$ cat src/rtl/mips_run_ctrl.sv
// rtl/mips_run_ctrl.sv - run/step/breakpoint sequencer driving the MIPS core clock enable
module mips_run_ctrl #(
    parameter int DEBOUNCE_CYCLES = 20,
    parameter int RUN_DIV         = 4,
    parameter int CNT_W           = 16
) (
    input  logic             clk,
    input  logic             rst_n,
    input  logic [1:0]       key,
    input  logic [1:0]       sw,
    input  logic [31:0]      pc,
    input  logic [31:0]      bp_addr,
    output logic             cpu_en,
    output logic [CNT_W-1:0] instr_cnt,
    output logic [3:0]       leds
);
    localparam int DBW = $clog2(DEBOUNCE_CYCLES + 1);
    localparam int DVW = $clog2(RUN_DIV + 1);

    typedef enum logic [1:0] {PAUSE = 2'd0, STEP = 2'd1, RUN = 2'd2, HALT = 2'd3} state_t;

    logic [1:0]     sync1, sync2, deb, press;
    logic [DBW-1:0] dcnt [2];
    state_t         state;
    logic [DVW-1:0] div;
    logic           go, stop;

    assign go   = press[0];
    assign stop = press[1];

    // press[i] fires only when the accepted level flips from released to pressed
    always_ff @(posedge clk) begin
        if (!rst_n) begin
            sync1 <= 2'b11;
            sync2 <= 2'b11;
            deb   <= 2'b11;
            press <= 2'b00;
            for (int i = 0; i < 2; i++) dcnt[i] <= '0;
        end else begin
            sync1 <= key;
            sync2 <= sync1;
            press <= 2'b00;
            for (int i = 0; i < 2; i++) begin
                if (sync2[i] == deb[i]) begin
                    dcnt[i] <= '0;
                end else if (dcnt[i] == DBW'(DEBOUNCE_CYCLES - 1)) begin
                    deb[i]   <= sync2[i];
                    dcnt[i]  <= '0;
                    press[i] <= deb[i];
                end else begin
                    dcnt[i] <= dcnt[i] + 1'b1;
                end
            end
        end
    end

    function automatic logic [3:0] led_of(state_t s);
        return 4'b0001 << s;
    endfunction

    always_ff @(posedge clk) begin
        if (!rst_n) begin
            state  <= PAUSE;
            leds   <= 4'b0001;
            cpu_en <= 1'b0;
            div    <= '0;
        end else begin
            cpu_en <= 1'b0;
            case (state)
                PAUSE: begin
                    if (!stop && go) begin
                        if (sw[0]) begin
                            state <= RUN;
                            leds  <= led_of(RUN);
                            div   <= '0;
                        end else begin
                            state  <= STEP;
                            leds   <= led_of(STEP);
                            cpu_en <= 1'b1;
                        end
                    end
                end
                STEP: begin
                    state <= PAUSE;
                    leds  <= led_of(PAUSE);
                end
                RUN: begin
                    if (stop) begin
                        state <= PAUSE;
                        leds  <= led_of(PAUSE);
                    end else if (div == DVW'(RUN_DIV - 1)) begin
                        div <= '0;
                        // breakpoint halts before the matching instruction executes
                        if (sw[1] && pc == bp_addr) begin
                            state <= HALT;
                            leds  <= led_of(HALT);
                        end else begin
                            cpu_en <= 1'b1;
                        end
                    end else begin
                        div <= div + 1'b1;
                    end
                end
                HALT: begin
                    if (stop) begin
                        state <= PAUSE;
                        leds  <= led_of(PAUSE);
                    end else if (go) begin
                        state  <= STEP;
                        leds   <= led_of(STEP);
                        cpu_en <= 1'b1;
                    end
                end
                default: begin
                    state <= PAUSE;
                    leds  <= led_of(PAUSE);
                end
            endcase
        end
    end

    always_ff @(posedge clk) begin
        if (!rst_n) begin
            instr_cnt <= '0;
        end else if (cpu_en && !(&instr_cnt)) begin
            instr_cnt <= instr_cnt + 1'b1;
        end
    end
endmodule
$ cat config.mk
export PLATFORM = sky130hd
export DESIGN_NAME = mips_run_ctrl
export DESIGN_NICKNAME = d
export VERILOG_FILES = /design/src/rtl/mips_run_ctrl.sv
export SDC_FILE = /design/constraint.sdc
export NUM_CORES = 1
export LEC_CHECK = 0
export BUFFER_PORTS_ARGS = -buffer_cell sky130_fd_sc_hd__buf_2
export CORE_ASPECT_RATIO = 1.2
export CORE_MARGIN = 4
export CORE_UTILIZATION = 44
export CTS_CLUSTER_SIZE = 25
export DETAILED_ROUTE_END_ITERATION = 7
export PLACE_DENSITY = 0.76
export SKIP_CTS_REPAIR_TIMING = 1
export SLEW_MARGIN = 15
export SYNTH_ARGS = -nofsm -noshare
export SYNTH_HDL_FRONTEND = slang
export SYNTH_SLANG_ARGS = --single-unit
$ cat constraint.sdc
create_clock -name clk -period 2.1 [get_ports clk]
set_input_delay 0.42 -clock clk [delete_from_list [all_inputs] [get_ports clk]]
set_output_delay 0.42 -clock clk [all_outputs]
set_load 0.1 [all_outputs]
==> impl_metrics.csv, run 1 <==
group,metric,value,unit
critical_path,r2r-end,"instr_cnt[15]",
clock_network,cts_tree,"done",
synth,ys.flop_type,"dfxtp_1",
critical_path,cp.required,2.33,ns
critical_path,worstSetupStartpointType,"flop",
floorplan,fp.dieH,87.4,um
placed_design,dp_worst_setup_slack,0.128,ns
synth,synth_edf_count,10,
timing,skew,0.00998,ns
clock_network,clkLatencyLatePin,0.30,ns
power_and_ir_drop,power.density,594,nW/um^2
synth,synthCells,259,
synth,postSynth.asyncResetShare,0,%
drt,drt_iter0_drc,78,
synth,avgSynthCellArea,8.93,um^2
grt,grt_start_max_net_pins,18,
clock_network,cts-buffers-inserted,5,
power_and_ir_drop,leakagePower,0.00130,uW
grt,antenna_found_initial,0,
critical_path,path_cells,"ha_2 -> and4_1 -> and3_2 -> a21o_1 -> or3_1 -> or3_1 -> a21oi_2",
floorplan,initial_core_util,46.2,%
synth,synthDistinctLibCells,39,
drt,drt_pass1_iterations,4,
synth,synth_largest_area_cell,"dfxtp_1",
timing,worst_slack,0.104,ns
drt,final_antenna_net_count,0,
flow_run,drv_cap,0,
timing,fin_setup_tns,0,ns
timing,hold_viol,0,
grt,grt_pass1_wl,8.34,mm
layout,nets,438,
clock_network,clk_pin_slew_worst_paths,0.09,ns
drt,drcViolationCount,0,
timing,min_period_over_period,95.0,%
critical_path,end_kind,"flop",
timing,fin_crit,2.00,ns
grt,grt_pass1_vias,2054,
floorplan,die_w,74.2,um
synth,synthDominantCellAreaShare,29.4,%
floorplan,die_area,6490,um^2
critical_path,path_max_fanout,4,
layout,diodes,0,
clock_network,h-tree-depth,2,
critical_path,slowest_stage,"dfxtp_4",
timing,report.final.slew_viol_count,0,
drt,vias,2165,
layout,drive_above_1_share,34.0,%
timing,worst_pin_slew,0.498,ns
clock_network,cts_root_buffer,"clkbuf_8",
grt,track_usage,16.6,%
placed_design,gp_congestion,0.842,
synth,yosysWarnings,0,
layout,syn2layout_area_growth,32.0,%
run_status,status,"complete, no violations",
synth,syn_area,2310,um^2
synth,synth_area_leaders,"dfxtp_1 (29%), xnor2_1 (14%), edfxtp_1 (13%)",
grt,grt_overflow_total,0,
timing,slew_headroom,66.5,%
synth,synth_common_cells,"xnor2_1 (36), dfxtp_1 (34), nor2_1 (30)",
drt,vias_per_cell,5.09,
critical_path,slowest_delay,0.36,ns
floorplan,rows,28,
timing,clock.fmax,501,MHz
timing,finalSetupViolCount,0,
critical_path,criticalPathCategory,"flop to flop",
critical_path,endpoint,"instr_cnt[15]",
critical_path,r2r_slack,0.10,ns
drt,wl_per_cell,11.9,um
clock_network,clock_sinks,44,
floorplan,io_pins,91,
placed_design,portBuffers,90,
power_and_ir_drop,ir_drop,253,uV
synth,synth_seq_area_share,42.4,%
critical_path,reg2reg_from,"instr_cnt[0]",
synth,yosysMostFrequentCell,"xnor2_1",
critical_path,cp_common_cell,"or3_1",
critical_path,arrival,2.23,ns
placed_design,hpwl,4.08,mm
floorplan,core_area,5010,um^2
critical_path,crit_start,"instr_cnt[0]",
clock_network,cts_buffer_depth,2,
synth,synth_seq_cells,44,
drt,routed_wl,5.07,mm
min_path,hold_path.class,"input pin to flop",
timing,rsz0062_at_grt,"no",
critical_path,reg2regPathDepth,7,
metrics by stage:
stage / hold WS, ns / power [uW] / instance area (um^2) / cells / utilization (%)
detailed placement: 0.395 / 1160 / 2920 / 416 / 58.2
CTS: 0.287 / 1830 / 3040 / 424 / 60.6
global placement: 0.391 / 1160 / 2920 / 416 / 58.2
floorplan: 0.386 / 1060 / 2380 / 268 / -
global route: 0.295 / 1910 / 3050 / 425 / 61.0
finish: 0.296 / 1810 / 3050 / 425 / 61.0
where the power goes:
part	leakage, uW	internal (uW)	switching, uW	total, uW
Combinational	0.000847	118	131	249
Clock	0.0000614	389	285	674
Sequential	0.000388	876	15.2	891
critical path: cells and delay by family (launching register included):
family                     cells  cell delay [ns]
AOI/OAI and AO/OA              2             0.29
adders and majority gates      1             0.19
DFF                            1             0.36
and+or+nand+nor                4             1.08
cell type report:
type	count	area (um^2)
Clock buffer	6	82.6
Clock inverter	2	38.8
Fill cell	438	1960
Inverter	10	37.5
Multi-Input combinational cell	208	1320
Sequential cell	44	1010
Tap cell	60	75.1
Timing Repair Buffer	95	488
registers in the layout, summed over array words and instances (netlist names):
name	cells
press	2
dcnt	10
sync1	2
sync2	2
deb	2
leds	4
state	2
cpu_en	1
instr_cnt	16
div	3
worst min-delay path by stage:
stage              from       end  slack, ns  cells past startpoint
2_1_floorplan  sync1[0]  sync2[0]       0.39                      1
3_3_place_gp   sync1[1]  sync2[1]       0.39                      1
3_5_place_dp   sync1[1]  sync2[1]       0.39                      1
4_1_cts          key[1]  sync1[1]       0.29                      2
5_1_grt          key[1]  sync1[1]       0.29                      2
6_report         key[1]  sync1[1]       0.30                      2
cells in the final DEF (no fill, tap or decap), drive strengths merged, types with 11 or more instances in the layout:
master and n:
xor2 11, nand3 18, nor2 30, dfxtp 34, nand2 18, o21ai 11
buf 95, nand4 11, xnor2 36
routing by layer:
metal	vias up	wire length [um]	GRT usage, %
met1	959	2000	18.9
met2	92	2520	29.0
met5	-	0	0
met4	0	125	7.25
met3	9	419	3.81
li1	1105	-	-
cell families (layout without fill, tap and decap cells):
kind of cell | Yosys count | after routing | synth area share (%)
AND/OR/NAND/NOR | 110 | 110 | 24.3
XOR/XNOR | 47 | 47 | 17.8
flip-flops | 44 | 44 | 42.4
AO/OA/AOI/OAI | 32 | 32 | 8.38
buffers and inverters | 16 | 113 | 2.65
multiplexers | 5 | 5 | 2.16
adder cells (fa/ha/maj) | 4 | 4 | 2.16
other | 1 | 10 | 0.162
No activity file was read; power rests on OpenSTA's default activity.
==> run 2: changes to the inputs <==
--- a/config.mk
+++ b/config.mk
@@ -5,13 +5,14 @@
 export SDC_FILE = /design/constraint.sdc
 export NUM_CORES = 1
 export LEC_CHECK = 0
+export ABC_AREA = 1
 export BUFFER_PORTS_ARGS = -buffer_cell sky130_fd_sc_hd__buf_2
 export CORE_ASPECT_RATIO = 1.2
 export CORE_MARGIN = 4
-export CORE_UTILIZATION = 44
+export CORE_UTILIZATION = 46
 export CTS_CLUSTER_SIZE = 25
 export DETAILED_ROUTE_END_ITERATION = 7
-export PLACE_DENSITY = 0.76
+export PLACE_DENSITY = 0.77
 export SKIP_CTS_REPAIR_TIMING = 1
 export SLEW_MARGIN = 15
 export SYNTH_ARGS = -nofsm -noshare
==> impl_metrics.csv, run 2 <==
group,metric,value,unit
clock_network,clk_pin_slew_worst_paths,0.08,ns
synth,synth_edf_count,10,
synth,synthDistinctLibCells,33,
placed_design,portBuffers,90,
layout,stdcell_area,3300,um^2
floorplan,die_w,77.3,um
power_and_ir_drop,power_frac_comb,26.2,%
layout,syn2layout_area_growth,24.7,%
flow_run,drv_cap,0,
drt,drcViolationCount,0,
synth,avgSynthCellArea,6.70,um^2
critical_path,r2r_slack,0.39,ns
timing,skew,0.00555,ns
power_and_ir_drop,leakagePower,0.00169,uW
power_and_ir_drop,p_sw_share,33.4,%
drt,vias_per_cell,4.76,
critical_path,criticalPathCategory,"flop to flop",
clock_network,cts_root_buffer,"clkbuf_8",
placed_design,gp_congestion,0.873,
clock_network,cts_tree,"done",
layout,drive_above_1_share,24.2,%
timing,fin_setup_tns,0,ns
layout,multi_input_comb_area,1390,um^2
timing,finalSetupViolCount,0,
timing,rsz0062_at_grt,"no",
layout,top_regs,"instr_cnt (16), dcnt (10), leds (4)",
grt,grt_pass1_wl,10.5,mm
drt,drt_pass1_iterations,4,
floorplan,core_area,5630,um^2
power_and_ir_drop,p_int,1310,uW
critical_path,end_kind,"flop",
power_and_ir_drop,pwr-share-seq,47.9,%
floorplan,rows,30,
drt,vias,2692,
synth,synth_area_leaders,"dfxtp_1 (26%), nand2_1 (14%), edfxtp_1 (11%)",
min_path,hold_path.class,"input pin to flop",
layout,nets,574,
synth,postSynth.asyncResetShare,0,%
grt,grt_pass1_vias,2596,
timing,hold_viol,0,
layout,layout_commonest_cell,"nand2_1",
critical_path,path_max_fanout,5,
synth,synthDominantCellAreaShare,25.7,%
drt,wl_per_cell,10.6,um
timing,worst_slack,0.393,ns
drt,final_antenna_net_count,0,
clock_network,clock_sinks,44,
grt,track_usage,17.7,%
layout,most-common-layout-cells,"nand2_1 (98), buf_2 (90), inv_1 (74)",
drt,routed_wl,5.98,mm
timing,fin_crit,1.71,ns
grt,antenna_found_initial,0,
clock_network,cts-buffers-inserted,5,
timing,min_period_over_period,81.3,%
synth,syn_area,2650,um^2
layout,filler_cell_count,536,
layout,seqCellArea,990,um^2
synth,synth_seq_cells,44,
power_and_ir_drop,p_sw,656,uW
critical_path,worstSetupStartpointType,"flop",
clock_network,cts_buffer_depth,2,
run_status,status,"complete, no violations",
floorplan,die_area,7040,um^2
placed_design,dpl_cell_area,3220,um^2
synth,synth_common_cells,"nand2_1 (98), inv_1 (74), nor2_1 (49)",
synth,synth_largest_area_cell,"dfxtp_1",
grt,grt_start_max_net_pins,15,
critical_path,arrival,1.74,ns
critical_path,cp.required,2.13,ns
placed_design,dp_worst_setup_slack,0.400,ns
layout,diodes,0,
drt,drt_iter0_drc,110,
placed_design,hpwl,4.84,mm
power_and_ir_drop,ir_drop,428,uV
clock_network,clkLatencyLatePin,0.30,ns
synth,yosysWarnings,0,
layout,largest_reg_flops,16,
floorplan,io_pins,91,
synth,yosysMostFrequentCell,"nand2_1",
timing,clock.fmax,586,MHz
synth,synthCells,395,
clock_network,h-tree-depth,2,
layout,regMostFlops,"instr_cnt",
floorplan,fp.dieH,91.1,um
power_and_ir_drop,power.density,596,nW/um^2
synth,ys.flop_type,"dfxtp_1",
timing,report.final.slew_viol_count,0,
power_and_ir_drop,clockPowerShare,25.8,%
grt,grt_overflow_total,0,
floorplan,initial_core_util,47.0,%
synth,synth_seq_area_share,37.1,%
[run 2: layout make-up]
type	instances	share of cell area, %
multi-input combinational	280	42.2
tap	64	2.43
sequential	44	30.0
clock inverter	1	0.114
timing repair buffer	93	14.3
clock buffer	7	2.31
inverter	76	8.64
[run 2: cells by family after synthesis]
family          after synthesis  share of synthesized area [%]
flops                        44                           37.1
xor+xnor                     18                           5.95
simple gates                195                           32.5
buf+inv                      80                           11.6
compound gates               53                           10.9
other cells                   1                          0.142
fa+ha+maj                     4                           1.89
[run 2: through the flow]
| step | util (%) | hold slack, ns | total power, uW | instances |
|---|---|---|---|---|
| final | 58.6 | 0.305 | 1970 | 565 |
| after detailed placement | 57.2 | 0.398 | 1470 | 557 |
| after CTS | 58.6 | 0.293 | 1980 | 565 |
| after global placement | 57.2 | 0.394 | 1470 | 557 |
| after global routing | 58.6 | 0.304 | 2090 | 565 |
| after floorplan | - | 0.393 | 1330 | 404 |
[run 2: path summary, 6_finish.rpt]
| kind | start | end | cells past startpoint |
|---|---|---|---|
| max | dcnt[0][0] | dcnt[0][2] | 8 |
| min | key[1] | sync1[1] | 2 |
| max reg2reg | dcnt[0][0] | dcnt[0][2] | 8 |
| min reg2reg | sync1[1] | sync2[1] | 1 |
[run 2: power by group through the flow]
stage | clock network [uW] | registers [uW] | logic (uW)
after detailed placement | 0 | 962 | 513
after global routing | 556 | 951 | 583
final | 508 | 943 | 516
after global placement | 0 | 960 | 505
after floorplan | 0 | 1060 | 263
after CTS | 525 | 943 | 517
[run 2: routing by layer]
layer | wire (um) | track usage [%]
met1 | 2490 | 19.6
met2 | 2900 | 32.0
met3 | 480 | 5.06
met4 | 104 | 6.38
met5 | 0 | 0
[run 2: critical path, stage by stage (launching register included)]
cell	delay, ns
edfxtp_1	0.38
ha_1	0.18
inv_1	0.05
nor2_1	0.08
inv_1	0.06
nor3_1	0.29
inv_1	0.10
o211ai_1	0.22
a21oi_1	0.08
==> run 3: changes to the inputs <==
==> constraint.sdc (replaced) <==
create_clock -name clk -period 1.56 [get_ports clk]
set_input_delay 0.312 -clock clk [delete_from_list [all_inputs] [get_ports clk]]
set_output_delay 0.312 -clock clk [all_outputs]
set_load 0.1 [all_outputs]
==> impl_metrics.csv, run 3 (synthesized netlist as in run 2, its figures left out) <==
group,metric,value,unit
run_status,status,"complete, but fails checks",
run_status,violations,"setup timing",
layout,final_cell_count_no_fill,593,
clock_network,cts-buffers-inserted,5,
layout,nets,602,
critical_path,criticalPathCategory,"flop to flop",
timing,finalSetupViolCount,7,
critical_path,worstSetupStartpointType,"flop",
timing,skew,0.00751,ns
power_and_ir_drop,power.density,724,nW/um^2
min_path,holdPathStages,2,
timing,fin_crit,1.64,ns
placed_design,portBuffers,90,
timing,clock.fmax,609,MHz
drt,drt_iter0_drc,104,
layout,most-common-layout-cells,"nand2_1 (94), buf_2 (90), inv_1 (71)",
layout,layout_commonest_cell,"nand2_1",
timing,hold_viol,0,
grt,grt_util_met1,20.3,%
drt,routed_wl,6.77,mm
critical_path,reg2regPathDepth,10,
grt,antenna_found_initial,0,
layout,largest_reg_flops,16,
floorplan,io_pins,91,
clock_network,cts_buffer_depth,2,
drt,drcViolationCount,0,
power_and_ir_drop,leakagePower,0.00186,uW
clock_network,clk_pin_slew_worst_paths,0.08,ns
floorplan,die_area,7040,um^2
clock_network,clock_sinks,44,
grt,grt_pass1_vias,2589,
grt,track_usage,17.8,%
power_and_ir_drop,p_int,1770,uW
drt,vias,2854,
floorplan,rows,30,
layout,diodes,0,
drt,final_antenna_net_count,0,
critical_path,end_kind,"flop",
timing,report.final.slew_viol_count,0,
placed_design,hpwl,5.05,mm
floorplan,fp.dieH,91.1,um
grt,grt_pass1_wl,10.6,mm
drt,drt_pass1_iterations,4,
critical_path,r2r-end,"instr_cnt[6]",
timing,worst_slack,-0.0822,ns
grt,grt_start_max_net_pins,14,
layout,seqCellArea,1030,um^2
clock_network,h-tree-depth,2,
critical_path,r2r_slack,-0.08,ns
grt,top_usage_layer,"met2",
power_and_ir_drop,p_sw_share,33.3,%
layout,syn2layout_area_growth,38.4,%
grt,grt_overflow_total,0,
critical_path,cp.required,1.73,ns
power_and_ir_drop,total_power,2650,uW
power_and_ir_drop,pwr-share-seq,47.0,%
grt,met3_usage,3.67,%
critical_path,path_max_fanout,5,
drt,wl_per_cell,11.4,um
grt,met2_usage,33.0,%
layout,multi_input_comb_area,1490,um^2
floorplan,die_w,77.3,um
floorplan,core_area,5630,um^2
min_path,hold_path.class,"input pin to flop",
placed_design,gp_congestion,0.858,
power_and_ir_drop,p_sw,883,uW
placed_design,dp_cells,569,
min_path,min_to,"sync1[1]",
clock_network,cts_root_buffer,"clkbuf_8",
flow_run,drv_cap,0,
layout,drive_above_1_share,34.8,%
min_path,hold_start,"key[1]",
power_and_ir_drop,clockPowerShare,25.7,%
power_and_ir_drop,ir_drop,839,uV
power_and_ir_drop,power_frac_comb,27.3,%
clock_network,cts_tree,"done",
critical_path,reg2reg_from,"instr_cnt[3]",
layout,filler_cell_count,504,
timing,rsz0062_at_grt,"yes",
layout,top_regs,"instr_cnt (16), dcnt (10), leds (4)",
timing,min_period_over_period,105,%
clock_network,clkLatencyLatePin,0.29,ns
floorplan,initial_core_util,47.0,%
drt,vias_per_cell,4.81,
critical_path,arrival,1.81,ns
layout,regMostFlops,"instr_cnt",
[run 3: cell types whose count changed in the layout (fill, tap and decap cells not counted), sizes merged]
cell,delta
buf,+28
[run 3: power by group through the flow]
stage                     Clock [uW]  Sequential, uW  Combinational [uW]
after detailed placement           0            1270                 701
after global routing             754            1260                 813
after CTS                        704            1250                 705
after global placement             0            1270                 692
final                            681            1250                 725
after floorplan                    0            1410                 354
[run 3: worst max path at each step]
stage / startpoint / end / slack [ns] / depth (start not counted)
4_1_cts: dcnt[1][0] / dcnt[1][2] / -0.05 / 8
3_5_place_dp: bp_addr[31] / leds[1] / -0.04 / 12
6_report: instr_cnt[3] / instr_cnt[6] / -0.08 / 10
2_1_floorplan: instr_cnt[0] / instr_cnt[2] / -0.07 / 9
3_3_place_gp: pc[31] / leds[2] / -0.01 / 11
5_1_grt: instr_cnt[3] / instr_cnt[3] / -0.15 / 10
[run 3: metal layers]
layer  part of all wire, %  routed length (um)
met1                    41                2780
met2                    52                3510
met3                   5.6                 379
met4                   1.4                  98
met5                     0                   0
[run 3: area by class of cell]
class | instances | share of cell area (%)
clock inverter | 1 | 0.137
clock buffer | 7 | 2.08
tap | 64 | 2.19
sequential | 44 | 28.2
multi-input combinational | 280 | 40.7
inverter | 76 | 7.85
timing repair buffer | 121 | 18.8
[run 3: metrics by stage]
stage / util (%) / hold WS [ns] / setup TNS [ns] / cell area [um^2] / setup slack [ns]
global placement: 59.8 / 0.395 / -0.0255 / 3370 / -0.0110
detailed placement: 59.8 / 0.401 / -0.351 / 3370 / -0.0437
finish: 65.1 / 0.202 / -0.190 / 3660 / -0.0822
global route: 65.1 / 0.194 / -2.31 / 3660 / -0.147
floorplan: - / 0.393 / -0.277 / 2750 / -0.0740
CTS: 61.3 / 0.196 / -0.328 / 3450 / -0.0499
[run 3: worst max-delay path: stages (launching register included)]
cell and delay, ns:
dfxtp_4 0.38, nand2_4 0.06, inv_4 0.07, nand4_4 0.12, nor3_4 0.29, nand2_2 0.12
nand2_4 0.12, buf_6 0.12, nor2_4 0.03, o21ai_2 0.14, a21oi_1 0.06
